$ cat src/rtl/counter_pkg.sv
`default_nettype none
// ============================================================================
//  Module      : counter_pkg
//  Description : Shared definitions for the counters library: monitor FSM
//                state encoding and the saturating-increment helper.
//  Revision    : 1.0 - initial release
// ============================================================================
package counter_pkg;

  // Monitor FSM state encoding (also exported on state_o for debug)
  localparam logic [1:0] ST_IDLE  = 2'd0;
  localparam logic [1:0] ST_TRACK = 2'd1;
  localparam logic [1:0] ST_ERR   = 2'd2;

  // Increment value, holding at the all-ones value of a 'width'-bit counter
  function automatic logic [31:0] sat_inc(input logic [31:0] value,
                                          input int unsigned width);
    logic [31:0] max_v;
    max_v = (width >= 32) ? 32'hFFFF_FFFF : ((32'd1 << width) - 32'd1);
    return (value >= max_v) ? max_v : (value + 32'd1);
  endfunction

endpackage : counter_pkg
`default_nettype wire

$ cat src/rtl/sat_counter.sv
`default_nettype none
// ============================================================================
//  Module      : sat_counter
//  Description : W-bit up-counter that sticks at all ones; sat flags the
//                saturated value.
//  Revision    : 1.0 - initial release
// ============================================================================
module sat_counter
  import counter_pkg::*;
#(
  parameter int unsigned W = 8
) (
  input  logic         clk,
  input  logic         reset,
  input  logic         inc,
  output logic [W-1:0] value,
  output logic         sat
);

  // Counter register: clears on reset, saturating step on inc
  always_ff @(posedge clk) begin
    if (reset) begin
      value <= '0;
    end else if (inc) begin
      value <= W'(sat_inc(32'(value), W));
    end
  end

  assign sat = &value;

endmodule : sat_counter
`default_nettype wire

$ cat src/rtl/count_seq_monitor.sv
`default_nettype none
// ============================================================================
//  Module      : count_seq_monitor
//  Description : Checks that a sampled count advances by +1 (mod 2^CNT_W),
//                pulses wrap_tick on each accepted MAX->0 step, and keeps
//                saturating wrap / error counts plus a sticky error flag.
//  Revision    : 1.0 - initial release
// ============================================================================
module count_seq_monitor
  import counter_pkg::*;
#(
  parameter int unsigned CNT_W      = 3,
  parameter int unsigned WRAP_W     = 8,
  parameter int unsigned ERR_W      = 4,
  parameter bit          ALLOW_HOLD = 1'b0
) (
  input  logic              clk,
  input  logic              reset,
  input  logic              en,
  input  logic [CNT_W-1:0]  q_in,
  input  logic              clear_err,
  output logic              wrap_tick,
  output logic [WRAP_W-1:0] wrap_count,
  output logic              wrap_sat,
  output logic              seq_err,
  output logic [ERR_W-1:0]  err_count,
  output logic [1:0]        state_o
);

  logic [1:0]       state;
  logic [1:0]       state_nxt;
  logic [CNT_W-1:0] prev;
  logic [CNT_W-1:0] prev_nxt;
  logic [CNT_W-1:0] exp_val;
  logic             match_inc;
  logic             match_hold;
  logic             prev_is_max;
  logic             wrap_inc;
  logic             err_inc;
  logic             seq_err_nxt;
  logic             err_sat;

  // Expected next sample; the +1 wraps naturally in CNT_W bits
  assign exp_val     = prev + CNT_W'(1);
  assign match_inc   = (q_in == exp_val);
  assign match_hold  = ALLOW_HOLD && (q_in == prev);
  assign prev_is_max = &prev;

  // State register
  always_ff @(posedge clk) begin
    if (reset) begin
      state <= ST_IDLE;
    end else begin
      state <= state_nxt;
    end
  end

  // Next-state logic; clear_err overrides any sample in the same cycle
  always_comb begin
    state_nxt = state;
    if (clear_err) begin
      state_nxt = ST_IDLE;
    end else if (en) begin
      case (state)
        ST_IDLE:  state_nxt = ST_TRACK;
        ST_TRACK: if (!match_inc && !match_hold) state_nxt = ST_ERR;
        ST_ERR:   state_nxt = ST_ERR;
        default:  state_nxt = ST_IDLE;
      endcase
    end
  end

  // Per-sample decisions: prev update, wrap/error strobes, sticky flag
  always_comb begin
    prev_nxt    = prev;
    wrap_inc    = 1'b0;
    err_inc     = 1'b0;
    seq_err_nxt = seq_err;
    if (clear_err) begin
      seq_err_nxt = 1'b0;
    end else if (en) begin
      case (state)
        ST_IDLE: prev_nxt = q_in;
        ST_TRACK: begin
          if (match_inc) begin
            prev_nxt = q_in;
            wrap_inc = prev_is_max;
          end else if (!match_hold) begin
            prev_nxt    = q_in;
            seq_err_nxt = 1'b1;
            err_inc     = 1'b1;
          end
        end
        ST_ERR:  prev_nxt = q_in;
        default: prev_nxt = prev;
      endcase
    end
  end

  // Registered datapath state and the one-cycle wrap pulse
  always_ff @(posedge clk) begin
    if (reset) begin
      prev      <= '0;
      wrap_tick <= 1'b0;
      seq_err   <= 1'b0;
    end else begin
      prev      <= prev_nxt;
      wrap_tick <= wrap_inc;
      seq_err   <= seq_err_nxt;
    end
  end

  sat_counter #(.W(WRAP_W)) u_wrap_cnt (
    .clk   (clk),
    .reset (reset),
    .inc   (wrap_inc),
    .value (wrap_count),
    .sat   (wrap_sat)
  );

  // Error strobe is dropped once the count is pinned at all ones
  sat_counter #(.W(ERR_W)) u_err_cnt (
    .clk   (clk),
    .reset (reset),
    .inc   (err_inc && !err_sat),
    .value (err_count),
    .sat   (err_sat)
  );

  assign state_o = state;

endmodule : count_seq_monitor
`default_nettype wire

$ cat config.mk
export PLATFORM = sky130hd
export DESIGN_NAME = count_seq_monitor
export DESIGN_NICKNAME = d
export VERILOG_FILES = /design/src/rtl/counter_pkg.sv /design/src/rtl/sat_counter.sv /design/src/rtl/count_seq_monitor.sv
export SDC_FILE = /design/constraint.sdc
export NUM_CORES = 1
export LEC_CHECK = 0
export BUFFER_PORTS_ARGS = -buffer_cell sky130_fd_sc_hd__buf_2
export CORE_MARGIN = 1.5
export CORE_UTILIZATION = 55
export CTS_CLUSTER_SIZE = 16
export DETAILED_ROUTE_END_ITERATION = 8
export GPL_TIMING_DRIVEN = 1
export PLACE_DENSITY = 0.83
export SLEW_MARGIN = 20
export SYNTH_ARGS = -nofsm -noshare
export SYNTH_HDL_FRONTEND = slang
export SYNTH_SLANG_ARGS = --single-unit
$ cat constraint.sdc
create_clock -name clk -period 3 [get_ports clk]
set_input_delay 0.3 -clock clk [delete_from_list [all_inputs] [get_ports clk]]
set_output_delay 0.3 -clock clk [all_outputs]
set_load 0.005 [all_outputs]
==> impl_metrics.ini, run 1 <==
[run_status]
status = finished, final reports clean

[setup_path]
cp_num_cells = 6
crit_path_frequent_cell = ha_1
slowest_stage = and4_1
path_cells = ha_1, ha_1, xnor2_2, and4_1, a31oi_1, a311oi_1
critPathTopFamily = adder cells
end_kind = flip-flop
path_buf_inv = 0
critPathMaxFanout = 8
cp.required_ns = 3.22
crit_path_start_kind = flip-flop
reg2reg_depth = 6
critical_path_class = reg2reg
cp.arrival_ns = 2.22
cpPeakStageDelay_ns = 0.41

[final_layout]
drive_gt1_share_pct = 26.1
final_common_cell = buf_2
final_area_um2 = 1170
nets = 149
area_growth_pct = 15.1
diodes = 0
final_cell_mix = 23 x buf_2, 19 x dfxtp_1, 13 x nor2_1
multi_input_area_um2 = 598
fillers = 163
regArea_um2 = 380
final_cells = 159

[cts]
cts_root_buf = clkbuf_4
hold_buffers = 0
clock_path_buffers = 2
cts_buffers = 3
tritoncts = yes
post_cts_buffers = 0
clkTransAtPathRegs_ns = 0.11
clkLatencyLatePin_ns = 0.30
cts_max_level = 1
cts_resized = 0
cts.sinks = 19

[timing]
fin_skew_ns = 0.00750
setup_ws_ns = 0.997
tns_ns = 0
finalCritPeriodShare_pct = 66.8
setup_viol = 0
min_period_ns = 2.00
rsz0062_at_grt = false
worst_pin_slew_ns = 0.516
timing.slew.headroom_pct = 65.3
hold_viol_final = 0
fmax_mhz = 499
maxSlewViolCount = 0

[power]
p_clk_share_pct = 29.9
p_per_area_nw_per_um2 = 370
swShare_pct = 24.5
p_leak_nw = 0.506
power_uw = 433
max-vdd-ir-drop_uv = 213
p_seq_share_pct = 59.8
power.internal_uw = 326
p_switching_uw = 106
combPwrFrac_pct = 10.3

[floorplanning]
coreArea_um2 = 1730
io_pins = 24
rows = 15
fp.dieW_um = 46.0
dieArea_um2 = 2110
start_util_pct = 58.8
die_h_um = 46.0

[placement]
dp_slack_ns = 1.01
hpwl_um = 1520
gp_congestion = 0.895
dpl-instance-area_um2 = 1140
port_buffers = 23
dp_cells = 155

[synthesis]
synth-edff-count = 0
ys_seq_elements = 19
synthArstFlopShare_pct = 0
synth_cells = 110
synth-main-ff-cell = dfxtp_1
synth_area_um2 = 1020
ys_warn_count = 0
ys_seq_area_share_pct = 37.4
avgSynthCellArea_um2 = 9.24
ys_types = 31
syn_nets = 124

[detailed_routing]
routedWlPerCell_um = 12.3
drt_first_iter_violations = 28
wirelength_um = 1960
drc = 0
dr.pass1.iters = 4
dr_total_vias = 918
via_per_inst = 5.77
drt.antenna.violating_nets = 0

[global_routing]
grt_antenna_before_repair = 0
grt_pass1_vias = 776
grt_pass1_wl_um = 3180
grt-ovfl-total = 0
grt_use_total_pct = 20.8
grt_max_degree = 23

[min_path]
min_path_type = in2reg
min_path_cells = 2

[flow_run]
drv_cap = 0
cells in the mapped netlist, types with 2 or more instances:
cell type / count / area (um^2)
mux2i_1: 6 / 60.1
mux2_2: 2 / 22.5
nand3_1: 6 / 30.0
nor3_1: 11 / 55.1
ha_1: 7 / 87.6
dfxtp_1: 19 / 380
nor2b_1: 3 / 18.8
nor4_1: 2 / 12.5
inv_1: 5 / 18.8
and3_2: 2 / 15.0
nor2_1: 13 / 48.8
xnor2_2: 2 / 32.5
nand2_1: 2 / 7.51
clkbuf_1: 2 / 7.51
nand2b_1: 2 / 12.5
a211oi_1: 4 / 30.0
a31oi_1: 5 / 31.3
a21oi_1: 2 / 10.0
nand4b_1: 2 / 17.5
a311oi_1: 2 / 17.5
final timing paths:
path | from | endpoint | slack, ns
worst max-delay path | prev[0] | u_wrap_cnt.value[6] | 1.0
worst max register to register | prev[0] | u_wrap_cnt.value[6] | 1.0
worst min-delay path | clear_err | seq_err | 0.24
worst min register to register | prev[2] | prev[2] | 0.52
cell type report:
cell class | count | area share [%]
sequential | 19 | 32.5
timing repair buffer | 23 | 9.84
inverter | 5 | 1.60
tap | 25 | 2.67
multi-input combinational | 83 | 51.1
clock buffer | 4 | 2.25
stage by stage:
| step | hold slack [ns] | utilization [%] |
|---|---|---|
| floorplan | 0.379 | - |
| global placement | 0.490 | 66.2 |
| detailed placement | 0.497 | 66.2 |
| CTS | 0.238 | 67.8 |
| global route | 0.250 | 67.8 |
| finish | 0.244 | 67.8 |
registers in the layout, indices dropped and copies added (netlist names):
signal and flops:
state_o 2, u_err_cnt.value 4, wrap_tick 1, u_wrap_cnt.value 8
seq_err 1, prev 3
cells by family (layout without fill, tap and decap cells):
kind of cell,Yosys count,after routing,share of synthesized area [%]
adder cells (fa/ha/maj),7,7,8.62
AO/OA/AOI/OAI,17,17,11.5
flip-flops,19,19,37.4
AND/OR/NAND/NOR,48,48,25.9
buffers and inverters,8,32,3.69
multiplexers,8,8,8.13
XOR/XNOR,3,3,4.80
metal layers:
metal	global-route usage [%]	share of wire (%)	vias up	wire length, um
li1	-	-	460	-
met1	23.8	44	419	861
met2	35.6	47	31	927
met3	3.97	5.4	8	106
met4	12.0	3.1	0	60
met5	0	0	-	0
power by group through the flow:
| stage | combinational, mW | sequential, mW | clock, mW |
|---|---|---|---|
| floorplan | 0.0310 | 0.264 | 0 |
| global placement | 0.0433 | 0.264 | 0 |
| detailed placement | 0.0449 | 0.265 | 0 |
| CTS | 0.0449 | 0.259 | 0.135 |
| global route | 0.0500 | 0.259 | 0.143 |
| finish | 0.0444 | 0.259 | 0.130 |
Power figures use the tool's default switching activity.
==> run 2, diff against run 1 <==
CORE_UTILIZATION = 51   (was 55)
PLACE_DENSITY = 0.78   (was 0.83)
clock period = 1.85 ns   (was 3 ns; I/O delays follow)
==> run 2 against run 1 <==
- fmax grew 13%
- cell count grew 1.9%
- utilization grew 0.65 points
- die area grew 7.3%
- clock-buffer cell count shrank 1
- setup slack lost 0.92 ns
- sequential share of layout area shrank 1.7 points
- flip-flop and latch count is the same
- global-route usage shrank 1.2 points
- first-iteration DRC count shrank 36%
- clock power grew 62%
- critical path type unchanged
- critical endpoint is now u_err_cnt.value[3]
- largest power group unchanged
- highest routed layer unchanged
==> impl_metrics.ini, run 2 (synthesis results as in run 1) <==
[setup_path]
worstReg2RegStart = prev[0]
slowest_stage = mux2_2
path_cells = ha_1, ha_4, xnor2_4, and3_2, nor3_2, mux2_2
crit_path_start_kind = flip-flop
cp.arrival_ns = 1.98
path_buf_inv = 0
critPathTopFamily = adder cells
r2r_end = u_err_cnt.value[3]
cp.required_ns = 2.06
critical_path_class = reg2reg
startpoint = prev[0]
critPathMaxFanout = 6
r2r_setup_slack_ns = 0.08
cpPeakStageDelay_ns = 0.34
reg2reg_depth = 6
end_kind = flip-flop

[power]
p_clk_share_pct = 29.5
p_leak_nw = 0.524
power_uw = 714
combPwrFrac_pct = 11.8
p_switching_uw = 182
swShare_pct = 25.4
max-vdd-ir-drop_uv = 667
p_per_area_nw_per_um2 = 579
power.internal_uw = 532
p_seq_share_pct = 58.7

[detailed_routing]
routedWlPerCell_um = 12.7
dr_total_vias = 903
drt.antenna.violating_nets = 0
wirelength_um = 2060
via_per_inst = 5.57
drt_first_iter_violations = 18
drc = 0
dr.pass1.iters = 4

[cts]
clock_path_buffers = 2
tritoncts = yes
clkTransAtPathRegs_ns = 0.11
cts_root_buf = clkbuf_4
cts.sinks = 19
cts_buffers = 3
cts_max_level = 1
clkLatencyLatePin_ns = 0.30
hold_buffers = 0

[floorplanning]
start_util_pct = 56.4
die_h_um = 47.6
dieArea_um2 = 2270
fp.dieW_um = 47.6
rows = 15
coreArea_um2 = 1800
io_pins = 24

[flow_run]
drv_cap = 0

[placement]
dpl-instance-area_um2 = 1170
dp_slack_ns = -0.0757
port_buffers = 23
gp_congestion = 0.835
hpwl_um = 1570

[min_path]
hp-start = clear_err
min_to = seq_err
min_path_type = in2reg
min_path_cells = 2

[timing]
finalCritPeriodShare_pct = 95.8
timing.slew.headroom_pct = 65.2
setup_ws_ns = 0.0770
maxSlewViolCount = 0
fin_skew_ns = 0.00986
worst_pin_slew_ns = 0.519
setup_viol = 0
fmax_mhz = 564
min_period_ns = 1.77
rsz0062_at_grt = true
hold_viol_final = 0

[final_layout]
final_area_um2 = 1230
fin_util_pct = 68.4
reg_top3 = u_wrap_cnt.value x8, u_err_cnt.value x4, prev x3
final_cell_mix = 23 x buf_2, 19 x dfxtp_1, 12 x nor2_1
drive_gt1_share_pct = 32.1
nets = 152
final_common_cell = buf_2
largest_reg_flops = 8
area_growth_pct = 21.3
diodes = 0
top_register = u_wrap_cnt.value

[global_routing]
grt_antenna_before_repair = 0
grt_pass1_wl_um = 3080
grt_use_total_pct = 19.6
grt_max_degree = 23
grt_pass1_vias = 754
grt-ovfl-total = 0

[run_status]
status = finished, final reports clean
==> run 2: area by class of cell <==
| class | count | area [um^2] |
|---|---|---|
| Tap cell | 25 | 31.3 |
| Clock inverter | 1 | 5.00 |
| Fill cell | 155 | 569 |
| Inverter | 5 | 18.8 |
| Multi-Input combinational cell | 83 | 637 |
| Sequential cell | 19 | 380 |
| Clock buffer | 3 | 22.5 |
| Timing Repair Buffer | 26 | 138 |
==> run 2: repair_timing <==
action	CTS	global route
setup endpoints to repair	6	11
setup buffers	0	0
resized for setup	5	2
pin swaps	1	0
==> run 2: stage by stage <==
stage / instances / hold WS [ns] / TNS, ns
after CTS: 162 / 0.126 / 0
final: 162 / 0.136 / 0
after floorplan: 110 / 0.264 / 0
after detailed placement: 158 / 0.456 / -0.224
after global routing: 162 / 0.123 / -0.00834
after global placement: 158 / 0.442 / 0
==> run 2: metal layers <==
layer / vias up / global-route usage (%) / part of all wire, % / routed length, um
li1: 456 / - / - / -
met1: 411 / 22.9 / 43 / 894
met2: 32 / 33.8 / 49 / 1020
met3: 4 / 7.92 / 5.7 / 117
met4: 0 / 4.86 / 1.4 / 29
met5: - / 0 / 0 / 0
==> run 2: worst reg2reg max path, stage by stage (launching register included) <==
cell     delay (ns)
dfxtp_1        0.32
ha_1           0.22
ha_4           0.24
xnor2_4        0.17
and3_2         0.20
nor3_2         0.19
mux2_2         0.34
==> run 2: power groups by stage <==
stage,Clock [mW],Combinational [mW],Sequential (mW)
floorplan,0,0.0503,0.428
global placement,0,0.0730,0.428
detailed placement,0,0.0779,0.428
CTS,0.220,0.0800,0.419
global route,0.235,0.0920,0.420
finish,0.211,0.0844,0.419
==> run 2: worst max path at each step <==
stage | endpoint | cells past startpoint
final | u_err_cnt.value[3] | 6
after global routing | u_wrap_cnt.value[2] | 6
after CTS | u_wrap_cnt.value[1] | 7
after detailed placement | u_wrap_cnt.value[6] | 6
after global placement | u_err_cnt.value[3] | 6
after floorplan | u_err_cnt.value[3] | 6
